--- config.mk ---
export PLATFORM = sky130hd
export DESIGN_NAME = pipeline_sequencer_flat
export DESIGN_NICKNAME = d
export VERILOG_FILES = /design/src/rtl/pipeline_sequencer_if.sv /design/src/rtl/pipeline_sequencer.sv /design/src/flat_wrapper.sv
export SDC_FILE = /design/constraint.sdc
export NUM_CORES = 1
export LEC_CHECK = 0
export ABC_CLOCK_PERIOD_IN_PS = 4750
export BUFFER_PORTS_ARGS = -buffer_cell sky130_fd_sc_hd__buf_2
export CORE_MARGIN = 1.5
export CORE_UTILIZATION = 40
export DETAILED_ROUTE_END_ITERATION = 7
export PLACE_DENSITY = 0.68
export SLEW_MARGIN = 20
export SYNTH_ARGS = -nofsm -noshare
export SYNTH_HDL_FRONTEND = slang
export SYNTH_SLANG_ARGS = --single-unit
--- constraint.sdc ---
create_clock -name Clock -period 4.75 [get_ports Clock]
set_input_delay 0.2375 -clock Clock [delete_from_list [all_inputs] [get_ports Clock]]
set_output_delay 0.2375 -clock Clock [all_outputs]
set_load 0.03 [all_outputs]
--- src/rtl/pipeline_sequencer_if.sv ---
// rtl/pipeline_sequencer_if.sv - fetch, control and status bundle for pipeline_sequencer
interface pipeline_sequencer_if #(
  parameter int INSTR_W = 32,
  parameter int CTRL_W  = 12,
  parameter int STAGES  = 3
);
  localparam int FWD_W = $clog2(STAGES);

  logic [INSTR_W-1:0]        in_instr;
  logic [CTRL_W-1:0]         in_ctrl;
  logic                      in_valid;
  logic                      stall_req;
  logic                      branch_taken;
  logic [STAGES*INSTR_W-1:0] stage_instr;
  logic [STAGES*CTRL_W-1:0]  stage_ctrl;
  logic [STAGES-1:0]         stage_valid;
  logic                      pc_advance;
  logic [FWD_W-1:0]          fwd_a;
  logic [FWD_W-1:0]          fwd_b;
  logic [15:0]               retired_cnt;
  logic [15:0]               bubble_cnt;

  modport master (
    output in_instr, in_ctrl, in_valid, stall_req, branch_taken,
    input  stage_instr, stage_ctrl, stage_valid, pc_advance,
           fwd_a, fwd_b, retired_cnt, bubble_cnt
  );

  modport slave (
    input  in_instr, in_ctrl, in_valid, stall_req, branch_taken,
    output stage_instr, stage_ctrl, stage_valid, pc_advance,
           fwd_a, fwd_b, retired_cnt, bubble_cnt
  );
endinterface

--- src/rtl/pipeline_sequencer.sv ---
// rtl/pipeline_sequencer.sv - in-order pipeline stage sequencer with stall, branch squash and forwarding
module pipeline_sequencer #(
  parameter int              INSTR_W     = 32,
  parameter int              CTRL_W      = 12,
  parameter int              STAGES      = 3,
  parameter int              SQUASH      = 2,
  parameter logic [CTRL_W-1:0] BUBBLE_CTRL = 12'h029,
  parameter int              WE_BIT      = 2
) (
  input logic                 Clock,
  input logic                 Reset,
  pipeline_sequencer_if.slave bus
);
  localparam int FWD_W = $clog2(STAGES);

  logic [INSTR_W-1:0] instr_q [STAGES];
  logic [CTRL_W-1:0]  ctrl_q  [STAGES];
  logic [STAGES-1:0]  valid_q;
  logic [2:0]         squash_q;
  logic [15:0]        retired_q;
  logic [15:0]        bubble_q;

  logic advance;
  logic flush;
  logic load_valid;

  assign advance    = !bus.stall_req;
  assign flush      = advance && bus.branch_taken && valid_q[STAGES-1];
  assign load_valid = !flush && (squash_q == 3'd0) && bus.in_valid;

  always_ff @(posedge Clock) begin
    if (Reset) begin
      for (int k = 0; k < STAGES; k++) begin
        instr_q[k] <= '0;
        ctrl_q[k]  <= BUBBLE_CTRL;
      end
      valid_q   <= '0;
      squash_q  <= 3'd0;
      retired_q <= 16'd0;
      bubble_q  <= 16'd0;
    end else if (advance) begin
      if (flush) begin
        for (int k = 0; k < STAGES; k++) begin
          instr_q[k] <= '0;
          ctrl_q[k]  <= BUBBLE_CTRL;
        end
        valid_q  <= '0;
        squash_q <= 3'(SQUASH);
      end else begin
        for (int k = STAGES - 1; k >= 1; k--) begin
          instr_q[k] <= instr_q[k-1];
          ctrl_q[k]  <= ctrl_q[k-1];
          valid_q[k] <= valid_q[k-1];
        end
        if (squash_q != 3'd0) begin
          instr_q[0] <= '0;
          ctrl_q[0]  <= BUBBLE_CTRL;
          valid_q[0] <= 1'b0;
          squash_q   <= squash_q - 3'd1;
        end else begin
          // Control is stored pre-masked so an invalid slot always reads as a bubble.
          instr_q[0] <= bus.in_instr;
          ctrl_q[0]  <= bus.in_valid ? bus.in_ctrl : BUBBLE_CTRL;
          valid_q[0] <= bus.in_valid;
        end
      end
      if (valid_q[STAGES-1])
        retired_q <= retired_q + 16'd1;
      if (!load_valid)
        bubble_q <= bubble_q + 16'd1;
    end
  end

  always_comb begin
    bus.stage_instr = '0;
    bus.stage_ctrl  = '0;
    for (int k = 0; k < STAGES; k++) begin
      bus.stage_instr[k*INSTR_W +: INSTR_W] = instr_q[k];
      bus.stage_ctrl[k*CTRL_W +: CTRL_W]    = ctrl_q[k];
    end
  end

  assign bus.stage_valid = valid_q;
  assign bus.retired_cnt = retired_q;
  assign bus.bubble_cnt  = bubble_q;
  assign bus.pc_advance  = !bus.stall_req && (squash_q == 3'd0);

  logic [4:0] rs1;
  logic [4:0] rs2;
  assign rs1 = instr_q[0][9:5];
  assign rs2 = instr_q[0][20:16];

  // Walk oldest to youngest so the youngest matching writer wins.
  always_comb begin
    bus.fwd_a = '0;
    bus.fwd_b = '0;
    for (int k = STAGES - 1; k >= 1; k--) begin
      if (valid_q[0] && valid_q[k] && ctrl_q[k][WE_BIT]) begin
        if (rs1 != 5'd31 && instr_q[k][4:0] == rs1)
          bus.fwd_a = FWD_W'(k);
        if (rs2 != 5'd31 && instr_q[k][4:0] == rs2)
          bus.fwd_b = FWD_W'(k);
      end
    end
  end
endmodule

--- src/flat_wrapper.sv ---
// flat-port wrapper written by rule: the top's interface ports become plain ports
module pipeline_sequencer_flat 
#(
  parameter int              INSTR_W     = 32,
  parameter int              CTRL_W      = 12,
  parameter int              STAGES      = 3,
  parameter int              SQUASH      = 2,
  parameter logic [CTRL_W-1:0] BUBBLE_CTRL = 12'h029,
  parameter int              WE_BIT      = 2
)
  (Clock, Reset, bus_in_instr, bus_in_ctrl, bus_in_valid, bus_stall_req, bus_branch_taken, bus_stage_instr, bus_stage_ctrl, bus_stage_valid, bus_pc_advance, bus_fwd_a, bus_fwd_b, bus_retired_cnt, bus_bubble_cnt);
  pipeline_sequencer_if #(.INSTR_W(INSTR_W), .CTRL_W(CTRL_W), .STAGES(STAGES)) bus_i ();
  input logic Clock;
  input logic Reset;
  input wire logic [$bits(bus_i.in_instr)-1:0] bus_in_instr;
  input wire logic [$bits(bus_i.in_ctrl)-1:0] bus_in_ctrl;
  input wire logic [$bits(bus_i.in_valid)-1:0] bus_in_valid;
  input wire logic [$bits(bus_i.stall_req)-1:0] bus_stall_req;
  input wire logic [$bits(bus_i.branch_taken)-1:0] bus_branch_taken;
  output wire logic [$bits(bus_i.stage_instr)-1:0] bus_stage_instr;
  output wire logic [$bits(bus_i.stage_ctrl)-1:0] bus_stage_ctrl;
  output wire logic [$bits(bus_i.stage_valid)-1:0] bus_stage_valid;
  output wire logic [$bits(bus_i.pc_advance)-1:0] bus_pc_advance;
  output wire logic [$bits(bus_i.fwd_a)-1:0] bus_fwd_a;
  output wire logic [$bits(bus_i.fwd_b)-1:0] bus_fwd_b;
  output wire logic [$bits(bus_i.retired_cnt)-1:0] bus_retired_cnt;
  output wire logic [$bits(bus_i.bubble_cnt)-1:0] bus_bubble_cnt;
  assign bus_i.in_instr = bus_in_instr;
  assign bus_i.in_ctrl = bus_in_ctrl;
  assign bus_i.in_valid = bus_in_valid;
  assign bus_i.stall_req = bus_stall_req;
  assign bus_i.branch_taken = bus_branch_taken;
  assign bus_stage_instr = bus_i.stage_instr;
  assign bus_stage_ctrl = bus_i.stage_ctrl;
  assign bus_stage_valid = bus_i.stage_valid;
  assign bus_pc_advance = bus_i.pc_advance;
  assign bus_fwd_a = bus_i.fwd_a;
  assign bus_fwd_b = bus_i.fwd_b;
  assign bus_retired_cnt = bus_i.retired_cnt;
  assign bus_bubble_cnt = bus_i.bubble_cnt;
  pipeline_sequencer #(.INSTR_W(INSTR_W), .CTRL_W(CTRL_W), .STAGES(STAGES), .SQUASH(SQUASH), .BUBBLE_CTRL(BUBBLE_CTRL), .WE_BIT(WE_BIT)) u_core (.Clock(Clock), .Reset(Reset), .bus(bus_i));
endmodule
==> summary.md, run 1 <==
During synthesis, Yosys emitted a total of 0 warnings. For this run the aggregate overflow at the end of global routing stands at 0. The die boundary width is 134 um. After the last flow step, the layout net total stands at 794.

Across all register-to-register paths, the minimum setup slack is 2.50 ns. For the global-route met3 utilization, the log shows 5.44%. Post-CTS repair changed the size of 0 cells. The clock latency reported for the late side of the worst-skew pair is 0.43 ns, and the post-placement setup slack is 2.45 ns. After routing the design area is 0.00888 mm^2. 221 I/O pins were placed.

In this run the most used layer during global routing was met2. The logs give 24,400 um for the wire length of the first global-routing pass and 0.0791 ns for the minimum hold slack. Entering global routing, the biggest net connects 123 pins. After detailed placement, the design holds a cell count of 942. The detail-routed net length per standard cell came out at 16.2 um. The run gives 22.1% as the routing usage on met1. The mean instance size in the synthesized netlist is 13.3 um^2.

The worst register-to-register path begins at u_core.squash_q[0]. In this run, synthesis produced a sequential element count of 170. Of all flip-flops after synthesis, the portion carrying an async set or reset was 0%. TritonCTS built the clock tree. The smallest setup slack after layout came out at 2.30 ns.

The number of global-route vias before repair came out at 4,555. The tools report the clock root buffer master as sky130_fd_sc_hd__clkbuf_16. Once the floorplan was initialized, standard cells occupied 41.3% of the core.

The tools report the placed instance area as 0.00824 mm^2. The number of H-tree levels is 4, and the minimum period implied by the final worst setup slack is 2.45 ns. Setup repair after global routing left no endpoint under its margin.

The largest fanout of any net on the critical path was 5. In this run the core area contains 47 standard-cell rows. The worst setup path is of the register to primary output kind.

The tightest min-delay check is of the input pin to register type. The signal arrival time at the worst endpoint is 2.21 ns. The tools report the highest clock rate as 409 MHz. The worst hold path begins at bus_in_ctrl[3]. Counting instances, the worst hold path has a depth of 2. Across the whole layout, storage elements account for 0.00472 mm^2. Share of layout cells above drive strength 1: 35.4%. For the final routed database, the setup TNS stands at 0 ns.

Across the run, the number of max-cap violations was 0. The number of library cell types mapped by synthesis came out at 40. The die covers 0.0181 mm^2.

The final number of setup-violating endpoints is 0. The placed wire-length estimate after detailed placement is 11,100 um, and the vertical extent of the die is 134 um. Compared with the post-synthesis result, the final layout area differs by 28.4%. At the pin with the least slew margin, the transition time is 0.920 ns. The number of inserted filler cells in the final layout was 1,450; the number of buffers inserted by post-CTS setup repair was 0. The congestion estimate from routability-driven global placement came to 0.805. The tools report the post-layout instance count excluding filler cells as 975. The category of the worst setup path launch point was a register. The count of final max-slew check failures was 0. The clock net in this run drives a total of 170 sinks. Total via count in the routed design: 4,770.

For this design the ratio of total power to cell area is 441 mW/mm^2. The worst hold path endpoint is u_core.ctrl_q[0][3]. Of the synthesized area, sequential elements account for 68.3%. In this run the tightest slew margin relative to its limit is 38.7%. Global routing consumed, over all layers together, 17.5% of the routing resources.

The detailed-route DRC error count is 0. The number of DRC violations after detailed-routing iteration 0 was 234. The cell count after synthesis was 522; the count of hold-fix buffers inserted at cts was 0. The tools report the nature of the critical path endpoint as a primary output. The most used flip-flop cell after synthesis is sky130_fd_sc_hd__edfxtp_1. In this run the critical register-to-register path is captured at u_core.bus.bubble_cnt[13]. The clock-pin slew on the worst setup and hold paths is 0.07 ns.

The number of antenna-violating nets in the routed design came out at 0. For this block, the routed nets add up to 15,800 um of wire. STA puts the critical path data required time at 4.51 ns. The run finished with clean final reports. For this run, global-route usage on met2 was measured as 28.0%.

When the netlist entered floorplanning its net count stood at 575. In this run the tool buffered the top-level ports with 220 buffer cells. Clock skew on the completed layout was measured at 0.0103 ns.

For this design the static power due to leakage is 0.00394 uW. The synthesized netlist occupies a cell area of 0.00692 mm^2. After floorplanning, the core was sized to cover 0.0168 mm^2. The multi-input combinational cell area came out at 0.00207 mm^2. The ratio of routed vias to standard cells was 4.89; the number of cells on the worst reg-to-reg path was 7.

Hold violation total from the final report: 0. Yosys mapped a number of flops with a built-in enable equal to 132. The initial antenna violation count came out at 1.

The run gives 2 as the buffer levels on the longest clock path. The fraction of the cycle the final worst path needs came out at 51.5%. The first TritonRoute pass finished after 4 iterations. The run gives 17 as the number of clock buffers inserted by TritonCTS. VDD sags by at most 0.000258 V.
==> stage by stage <==
step	power, uW	util, %
floorplan	2260	-
global placement	2460	49.2
detailed placement	2480	49.2
CTS	3950	53.0
global route	4070	53.0
finish	3920	53.0
==> report_power, final <==
| part | switching (uW) | internal (uW) | leakage, uW | total [uW] |
|---|---|---|---|---|
| combinational | 450 | 184 | 0.00190 | 634 |
| sequential | 73.4 | 1730 | 0.00174 | 1800 |
| clock | 591 | 890 | 0.000305 | 1480 |
| total | 1110 | 2800 | 0.00394 | 3920 |
==> registers in the layout (all words and copies together), names as in the netlist <==
register,flops
u_core.ctrl_q,36
u_core.instr_q,96
u_core.squash_q,3
u_core.bus.stage_valid,3
u_core.bus.retired_cnt,16
u_core.bus.bubble_cnt,16
==> final cells by class <==
type	count	share of cell area [%]
Clock buffer	17	4.79
Tap cell	220	3.10
Multi-Input combinational cell	318	23.3
Sequential cell	170	53.2
Timing Repair Buffer	225	12.8
Inverter	9	0.437
Clock inverter	15	2.34
Antenna cell	1	0.0282
==> placed cells by master, fill, tap and decap left out, types with 4 or more instances in the layout <==
master / count
sky130_fd_sc_hd__a211oi_1: 7
sky130_fd_sc_hd__a21oi_1: 10
sky130_fd_sc_hd__and2_1: 83
sky130_fd_sc_hd__and3_1: 45
sky130_fd_sc_hd__buf_2: 220
sky130_fd_sc_hd__buf_4: 5
sky130_fd_sc_hd__bufinv_16: 4
sky130_fd_sc_hd__clkbuf_16: 17
sky130_fd_sc_hd__dfxtp_1: 38
sky130_fd_sc_hd__edfxtp_1: 132
sky130_fd_sc_hd__ha_1: 4
sky130_fd_sc_hd__inv_1: 8
sky130_fd_sc_hd__inv_6: 6
sky130_fd_sc_hd__mux2_2: 5
sky130_fd_sc_hd__nand2_1: 9
sky130_fd_sc_hd__nand2b_1: 7
sky130_fd_sc_hd__nand3_1: 10
sky130_fd_sc_hd__nand4_1: 12
sky130_fd_sc_hd__nor2_1: 34
sky130_fd_sc_hd__nor2b_1: 11
sky130_fd_sc_hd__nor3_1: 5
sky130_fd_sc_hd__o21ai_0: 5
sky130_fd_sc_hd__xnor2_1: 26
sky130_fd_sc_hd__xor2_1: 11
==> cells in the mapped netlist, types with 2 or more instances <==
cell	number	area (um^2)
sky130_fd_sc_hd__inv_1	9	33.8
sky130_fd_sc_hd__and3_1	45	282
sky130_fd_sc_hd__or3_1	3	18.8
sky130_fd_sc_hd__xnor2_1	26	228
sky130_fd_sc_hd__dfxtp_1	38	761
sky130_fd_sc_hd__o21ai_0	5	25.0
sky130_fd_sc_hd__and2_1	83	519
sky130_fd_sc_hd__nor4_1	3	18.8
sky130_fd_sc_hd__edfxtp_1	132	3960
sky130_fd_sc_hd__a22o_1	2	17.5
sky130_fd_sc_hd__or2_2	2	12.5
sky130_fd_sc_hd__a21oi_1	10	50.1
sky130_fd_sc_hd__nand3_1	10	50.1
sky130_fd_sc_hd__nor2b_1	11	68.8
sky130_fd_sc_hd__nor3_1	5	25.0
sky130_fd_sc_hd__a211oi_1	7	52.6
sky130_fd_sc_hd__xor2_1	11	96.3
sky130_fd_sc_hd__nand2_1	9	33.8
sky130_fd_sc_hd__nand3b_1	3	22.5
sky130_fd_sc_hd__nand4_1	12	75.1
sky130_fd_sc_hd__clkbuf_1	22	82.6
sky130_fd_sc_hd__o31ai_1	3	22.5
sky130_fd_sc_hd__nand2b_1	7	43.8
sky130_fd_sc_hd__or4_1	3	22.5
sky130_fd_sc_hd__ha_1	4	50.1
sky130_fd_sc_hd__mux2_2	5	56.3
sky130_fd_sc_hd__mux2_1	2	22.5
sky130_fd_sc_hd__nor2_1	34	128
sky130_fd_sc_hd__nand4b_1	2	17.5
sky130_fd_sc_hd__a21o_1	2	15.0
sky130_fd_sc_hd__buf_2	2	10.0
sky130_fd_sc_hd__mux2i_1	2	20.0
==> kinds of logic after synthesis <==
| group | after synthesis | share of synthesized area (%) |
|---|---|---|
| xor+xnor | 37 | 4.69 |
| buf+inv | 34 | 1.88 |
| mux | 9 | 1.43 |
| compound gates | 31 | 2.93 |
| simple gates | 237 | 20.0 |
| fa+ha+maj | 4 | 0.724 |
| flops | 170 | 68.3 |
==> worst max path at each step <==
| stage | start | to | cells past startpoint |
|---|---|---|---|
| 6_report | u_core.bus.stage_valid[0] | bus_fwd_a[1] | 5 |
| 2_1_floorplan | bus_stall_req | u_core.ctrl_q[0][0] | 3 |
| 5_1_grt | u_core.instr_q[0][35] | bus_fwd_a[1] | 5 |
| 4_1_cts | u_core.bus.stage_valid[0] | bus_fwd_a[1] | 5 |
| 3_5_place_dp | bus_stall_req | u_core.ctrl_q[0][6] | 4 |
| 3_3_place_gp | bus_stall_req | u_core.ctrl_q[0][7] | 4 |
==> per-layer routing <==
| metal | share of wire [%] | vias to the layer above |
|---|---|---|
| li1 | - | 2303 |
| met1 | 42 | 2237 |
| met2 | 47 | 202 |
| met3 | 9.0 | 28 |
| met4 | 2.1 | 0 |
| met5 | 0 | - |
==> worst max-delay path, cell delays in order (launching register included) <==
cell and delay (ns):
sky130_fd_sc_hd__dfxtp_1 0.40, sky130_fd_sc_hd__and3_1 0.28, sky130_fd_sc_hd__nand4_1 0.12, sky130_fd_sc_hd__nor4b_1 0.64, sky130_fd_sc_hd__nor2_1 0.12, sky130_fd_sc_hd__buf_2 0.21
Note: power is estimated with default switching activity, not from simulation.
==> run 2: changes to the inputs <==
--- a/config.mk
+++ b/config.mk
@@ -5,12 +5,12 @@
 export SDC_FILE = /design/constraint.sdc
 export NUM_CORES = 1
 export LEC_CHECK = 0
-export ABC_CLOCK_PERIOD_IN_PS = 4750
+export ABC_CLOCK_PERIOD_IN_PS = 2000
 export BUFFER_PORTS_ARGS = -buffer_cell sky130_fd_sc_hd__buf_2
 export CORE_MARGIN = 1.5
 export CORE_UTILIZATION = 40
 export DETAILED_ROUTE_END_ITERATION = 7
-export PLACE_DENSITY = 0.68
+export PLACE_DENSITY = 0.71
 export SLEW_MARGIN = 20
 export SYNTH_ARGS = -nofsm -noshare
 export SYNTH_HDL_FRONTEND = slang
==> constraint.sdc (replaced) <==
create_clock -name Clock -period 2 [get_ports Clock]
set_input_delay 0.1 -clock Clock [delete_from_list [all_inputs] [get_ports Clock]]
set_output_delay 0.1 -clock Clock [all_outputs]
set_load 0.03 [all_outputs]
==> run 2 against run 1 <==
The run now ends with negative setup slack left; global-route usage is 0.13 points lower; wire length is 1.7% higher; die area stayed put; combinational power grew to 2.6 times the previous value; via count is 4.0% higher; register-to-register slack worse by 2.4 ns; utilization is 3.8 points higher; first-iteration DRC count is 9.0% lower; critical path depth stayed put; flip-flop and latch count stayed put; sequential share of layout area is 3.5 points lower; largest cell class unchanged; highest routed layer unchanged.
==> summary.md, run 2 (synthesis results as in run 1) <==
Of the available clock period, the critical path in the final layout requires 101%. Global routing used 17.4% of the available tracks across all layers. Hold violation total from the final report: 0.

In the layout the commonest cells are sky130_fd_sc_hd__buf_2 (217), sky130_fd_sc_hd__edfxtp_1 (132), sky130_fd_sc_hd__and2_1 (83), sky130_fd_sc_hd__and3_1 (44). Placed instance area: 0.00836 mm^2. Summing all multi-input logic gate instances after layout gives 0.00213 mm^2. The number of antenna-violating nets in the routed design was 0. The clock network is responsible for 36.9% of the overall power.

Across the whole layout, storage elements account for 0.00473 mm^2. The internal power of the cells totals 6690 uW. The run gives 0.0181 mm^2 as the floorplan die area.

No sink is reached through more buffers than the 2 on the longest clock path. Entering global routing, the biggest net connects 123 pins. The checks that failed: negative setup slack. The tools report the number of placement rows as 47. The run gives 0.00423 uW as the static leakage. The startpoint identified for the worst register-to-register timing path is u_core.squash_q[0]. Count of final max-slew check failures: 0.

The first detailed-routing pass ran for 5 iterations. The share of layout cells above drive strength 1 was 36.8%. Setup repair after global routing could not meet its margin everywhere. The slowest stage of the critical path is the sky130_fd_sc_hd__edfxtp_1 cell. The largest registers in the layout are u_core.instr_q: 96 flops, u_core.ctrl_q: 36 flops. The tools report the number of DRC violations after detailed-routing iteration 0 as 213. Input and output buffers added on the ports amount to 220. Wires add up to 16,000 um.

At the pin with the least slew margin, the transition time is 0.576 ns. Sequential cells burn 45.3% of the power. The maximum cell stage delay along the critical path works out to 0.46 ns. The first global-routing pass estimated 24,300 um of wire. After floorplanning, the core was sized to cover 0.0168 mm^2. The number of clock sinks is 170, and the number of maximum-capacitance constraint violations is 0. The tools report the category of the worst setup path launch point as a register. For the final core area utilization, the log shows 56.8%. Vertical extent of the die: 134 um. Compared with the post-synthesis result, the final layout area differs by 37.6%.

TritonCTS built the clock tree. The critical path required time came out at 1.90 ns. The H-tree generated during clock tree synthesis spans 4 levels.

The total power per unit cell area came out at 991 mW/mm^2. For this design the total switching power over the nets is 2730 uW. The detail-routed net length per standard cell was 15.5 um.

The type of the worst min-delay path was input pin to register. The worst hold path begins at bus_in_instr[0]. The initial antenna violation count is 1. Clock-pin slew was measured on the worst setup and hold paths at 0.07 ns. The critical path goes through xnor2_1 -> nand4_1 -> or4_1 -> nor2_1 -> buf_4. Data on the critical path arrives at its endpoint at 1.92 ns. In the routed design, unresolved DRC markers number 0. The minimum period implied by the final worst setup slack is 2.02 ns, and the flip-flop count of the largest register after layout is 96. VDD sags by at most 0.000571 V. The final layout contains 853 nets. Net switching is 29.0% of the power. The number of clock buffers added by TritonCTS is 17. The ratio of routed vias to standard cells came out at 4.80. The flow ran to the end, but the final reports show violations. The run gives 1 as the final number of setup-violating endpoints.

The classification of the worst setup path was register to primary output. The area of all placed cells without fillers is 0.00951 mm^2. The run gives 4,676 as the number of global-route vias before repair.

The tools report the weighted congestion at the end of routability-driven global placement as 0.777. The run gives 221 as the number of primary I/O pins. The tools report the clock root buffer master as sky130_fd_sc_hd__clkbuf_16.

The largest fanout of any net on the critical path was 3; the clock latency reported for the late side of the worst-skew pair was 0.42 ns. Clock skew on the completed layout was measured at 0.0109 ns. Combinational logic burns 17.8% of the power.

The detailed router placed 4,963 vias in this run. The register with the most flip-flops in the final layout is u_core.instr_q. Leaving out fill and tap cells, the most frequent cell in the layout is sky130_fd_sc_hd__buf_2. The tools report the highest clock rate as 494 MHz. For the number of inserted filler cells in the final layout, the log shows 1,367. In this run the worst setup path begins at u_core.instr_q[0][19].

The tools report the post-route total power as 9430 uW. The smallest setup slack after layout is -0.0228 ns, and the overall overflow remaining after global route is 0. Once the floorplan was initialized, standard cells occupied 41.3% of the core. Before CTS, the worst setup slack after placement is 0.100 ns. The tools report the worst max-slew margin expressed relative to the limit as 61.6%. STA classifies the critical path endpoint as a primary output.

The die boundary width was 134 um; the placed wire-length estimate after detailed placement was 10,600 um.
==> run 2: cell types whose count changed in the layout (fill, tap and decap cells not counted), moves of 2 or more <==
cell | previous run | this run
sky130_fd_sc_hd__buf_2 | 220 | 217
sky130_fd_sc_hd__dlygate4sd3_1 | 0 | 37
sky130_fd_sc_hd__buf_4 | 5 | 26
sky130_fd_sc_hd__buf_6 | 0 | 2
sky130_fd_sc_hd__buf_12 | 0 | 2
==> run 2: timing repair <==
action | 4_1_cts | 5_1_grt
setup endpoints to repair | 3 | 14
pin swaps | 0 | 3
gates resized for setup | 3 | 11
hold buffers | 37 | 0
setup buffers | 4 | 10
endpoints found under the hold margin | 37 | 0
==> run 2: metal layers <==
| layer | wire [um] | track usage (%) |
|---|---|---|
| met5 | 0 | 0 |
| met3 | 1290 | 5.93 |
| met4 | 296 | 6.45 |
| met2 | 7730 | 28.9 |
| met1 | 6700 | 21.0 |
==> run 2: final timing paths <==
check | endpoint | slack (ns) | cells after the start
worst max-delay path | bus_fwd_b[1] | -0.02 | 5
worst min-delay path | u_core.instr_q[0][0] | 0.02 | 2
worst max register to register | u_core.bus.bubble_cnt[8] | 0.09 | 8
worst min register to register | u_core.squash_q[0] | 0.48 | 2
==> run 2: stage by stage <==
| stage | TNS, ns | hold WS [ns] | instances |
|---|---|---|---|
| 3_3_place_gp | 0 | 0.365 | 950 |
| 4_1_cts | -0.00825 | 0.00403 | 1023 |
| 3_5_place_dp | 0 | 0.364 | 950 |
| 6_report | -0.0228 | 0.0212 | 1034 |
| 2_1_floorplan | -96.30 | 0.276 | 522 |
| 5_1_grt | -0.274 | 0.0163 | 1033 |
==> run 2: final cells by class <==
type                       instances  area share [%]
sequential                       170            49.7
multi-input combinational        318            22.4
timing repair buffer             284            18.0
clock buffer                      17            4.47
tap                              220            2.89
clock inverter                    15            2.16
inverter                           9           0.395
antenna                            1          0.0263
==> run 2: critical path, delay by kind of cell, from the launching register on <==
| family | cells | cell delay [ns] |
|---|---|---|
| xor gates and xnor gates | 1 | 0.24 |
| and+or+nand+nor | 3 | 0.64 |
| DFF | 1 | 0.46 |
| buffers and inverters | 1 | 0.16 |
==> run 2: power by group through the flow <==
stage	sequential, uW	combinational [uW]	clock, uW
finish	4270	1680	3480
global route	4300	1810	3670
CTS	4270	1630	3530
detailed placement	4350	1550	0
global placement	4350	1530	0
floorplan	4830	553	0
==> run 3: changes to the inputs <==
--- a/config.mk
+++ b/config.mk
@@ -7,6 +7,7 @@
 export LEC_CHECK = 0
 export ABC_CLOCK_PERIOD_IN_PS = 2000
 export BUFFER_PORTS_ARGS = -buffer_cell sky130_fd_sc_hd__buf_2
+export CORE_ASPECT_RATIO = 1.75
 export CORE_MARGIN = 1.5
 export CORE_UTILIZATION = 40
 export DETAILED_ROUTE_END_ITERATION = 7
==> run 3 against run 2 <==
The flow now finishes without violations; first-iteration DRC count decreased by 35%; die area rose by 0.17%; cell count is 1.2% higher; global-route usage grew 0.21 points; flip-flop and latch count unchanged; maximum frequency increased by 3.1%; clock power fell by 8.9%; largest cell class unchanged; largest power group unchanged.
==> summary.md, run 3 (synthesis results as in run 1) <==
The total overflow left after global routing is 0. Setup repair after global routing could not meet its margin everywhere. For this run, the top clock speed supported by timing is 510 MHz. The total power per unit cell area was 963 mW/mm^2.

The finished layout holds 1,046 standard cells, fillers aside. The first detailed-routing pass ran for 4 iterations. The run gives 8510 um as the met2 wire length.

After layout, the design draws a total of 9170 uW. The clock network burns 34.6% of the power. The switching component of the power is 2560 uW, and the final number of setup-violating endpoints is 0. Registers are responsible for 46.5% of the overall power.

The logs give 0 for the number of antenna-violating nets in the routed design and 0.0169 mm^2 for the total core area. The worst-case IR drop observed on VDD is 0.000513 V. For this run, the slowest stage of the critical path takes 0.51 ns.

After detailed routing, the total wire length is 15,700 um. The largest registers in the layout are u_core.instr_q: 96 flops, u_core.ctrl_q: 36 flops. The worst hold path passes through 2 cells. The net switching share of the total power works out to 27.9%. Traced cell by cell, the critical path runs through nand2_1 -> nor2_1 -> or4_1 -> nor2_1 -> buf_4. The most numerous cell type found on the critical path is sky130_fd_sc_hd__nor2_1. Measured against its own limit, the worst slew margin works out to 70.3%. The tools report the signal arrival time at the worst endpoint as 1.86 ns. The die is 102 um wide. Number of global-route vias before repair: 4,994.

Once placement completed, the tool counted placed cells totaling 961. Classification of the worst setup path: register to primary output. The hold violation total from the final report came out at 0. At the pin with the least slew margin, the transition time is 0.445 ns. The ratio of routed vias to standard cells was 4.77; the wire length of the first global-routing pass was 24,600 um. Routability-driven placement finished with a final weighted congestion of 0.787. The final antenna diode count came out at 0. 221 I/O pins were placed.

For this run, the post-layout net count is 859. CTS placed an instance of sky130_fd_sc_hd__clkbuf_16 at the clock tree root. Across the whole layout, storage elements account for 0.00473 mm^2. The logs give 10,700 um for the placed wire-length estimate after detailed placement and 0.0120 ns for the final setup skew. The nature of the critical path endpoint is a primary output. The count of buffers from port buffering was 220. Slowest stage cell on the critical path: sky130_fd_sc_hd__edfxtp_1. The number of maximum-capacitance constraint violations was 0. The library cell used most frequently in the layout, excluding fill and tap cells, is sky130_fd_sc_hd__buf_2.

The tools report the number of H-tree levels as 4. More flip-flops sit in one register than any other, and that register is u_core.instr_q. The worst setup path is launched from a register. In this run, CTS created clock tree buffers numbering 17. TritonCTS built the clock tree.

The run gives 0.00426 uW as the static leakage. The internal power of the cells totals 6610 uW. In the layout the commonest cells are sky130_fd_sc_hd__buf_2 (218), sky130_fd_sc_hd__edfxtp_1 (132), sky130_fd_sc_hd__and2_1 (82), sky130_fd_sc_hd__and3_1 (44), sky130_fd_sc_hd__dfxtp_1 (36). In this run the worst path has a maximum fanout of 5. The area growth from synthesis to final layout works out to 37.8%. For this block, wires on met1 add up to 6010 um.

Sum of negative setup slack: 0 ns. After detailed routing, no signal wire sits above met4. After clock tree synthesis, the clock-pin slew on the worst setup and hold paths is 0.06 ns.

After layout, the minimum clock period comes to 1.96 ns. The detailed router placed 4,989 vias in this run. The clock passes through at most 2 buffers. Clock tree synthesis found a total of 170 sinks. The number of cells on the worst reg-to-reg path was 7; the vertical extent of the die was 177 um.

The run finished with clean final reports. The number of placement rows is 63, and the fraction of the cycle the final worst path needs is 98.1%. The min-delay analysis places its worst path in the category input pin to register.

For the initial antenna violation count, the log shows 0. Combinational logic is responsible for 18.9% of the overall power. After filler insertion, the fill cell instance count of the layout stands at 1,430. For the global-route total usage across every layer, the log shows 17.6%.

In the final layout, the share of cells above drive strength 1 is 37.5%. Floorplan die area: 0.0181 mm^2. The number of DRC violations after detailed-routing iteration 0 is 139, and the largest net degree at the start of global routing is 123.

The run gives 0 as the count of final max-slew check failures. In the final layout, the multi-input gates occupy 0.00214 mm^2. The clock latency reported for the late side of the worst-skew pair was 0.41 ns; the critical path required time was 1.90 ns. The detail-routed net length per standard cell was 15.0 um; the detailed-route DRC error count was 0. The flip-flop count of the largest register after layout was 96; the starting utilization of the core area was 40.8%. In the detailed route, the total length drawn on met3 is 842 um.
run 3: cell types whose count changed in the layout (fill, tap and decap cells not counted), sizes merged:
cell | before | now
clkinvlp | 3 | 2
bufinv | 3 | 0
inv | 15 | 8
diode | 1 | 0
dlygate4sd3 | 37 | 34
clkbuf | 17 | 26
clkinv | 3 | 5
buf | 247 | 256
run 3: final cells by class:
class                   count  area share (%)
clock inverters             6           0.368
inverters                   9           0.394
flip-flops and latches    170            49.6
repair buffers            290            18.5
clock buffers              26            5.71
multi-input cells         318            22.4
well taps                 227            2.98
run 3: path summary, 6_finish.rpt:
| check | endpoint | slack [ns] | start |
|---|---|---|---|
| setup / recovery | bus_fwd_b[1] | 0.04 | u_core.instr_q[0][20] |
| hold / removal | u_core.instr_q[0][9] | 0.02 | bus_in_instr[9] |
| hold reg to reg | u_core.squash_q[0] | 0.48 | u_core.squash_q[0] |
| setup reg to reg | u_core.bus.bubble_cnt[14] | 0.14 | u_core.squash_q[0] |
run 3: layer usage:
| metal | GRT usage (%) | vias up |
|---|---|---|
| met5 | 0 | - |
| met4 | 6.45 | 0 |
| met3 | 4.54 | 19 |
| met2 | 31.4 | 163 |
| met1 | 19.8 | 2384 |
| li1 | - | 2423 |
run 3: through the flow:
step / setup slack (ns) / hold WS, ns / instance area [um^2] / util (%)
CTS: 0.000728 / 0.00306 / 9390 / 55.4
global route: -0.114 / 0.00325 / 9530 / 56.2
floorplan: -0.730 / 0.276 / 6970 / -
finish: 0.0376 / 0.0206 / 9530 / 56.2
global placement: 0.118 / 0.360 / 8410 / 49.6
detailed placement: 0.0577 / 0.369 / 8410 / 49.6
run 3: critical path, delay by kind of cell, from the launching register on:
kind | cells | cell delay, ns
simple gates | 4 | 0.78
flops | 1 | 0.51
buf+inv | 1 | 0.16
run 3: what timing repair did:
action,in CTS,in global routing
buffers inserted,6,13
hold endpoints to repair,34,0
endpoints found under the setup margin,2,17
gates resized for setup,3,15
hold buffers,34,0
pin swaps,4,4
run 3: power groups by stage:
stage / sequential (uW) / combinational, uW / clock [uW]
floorplan: 4830 / 553 / 0
global placement: 4350 / 1540 / 0
detailed placement: 4350 / 1570 / 0
CTS: 4280 / 1650 / 3250
global route: 4300 / 1890 / 3380
finish: 4270 / 1730 / 3170
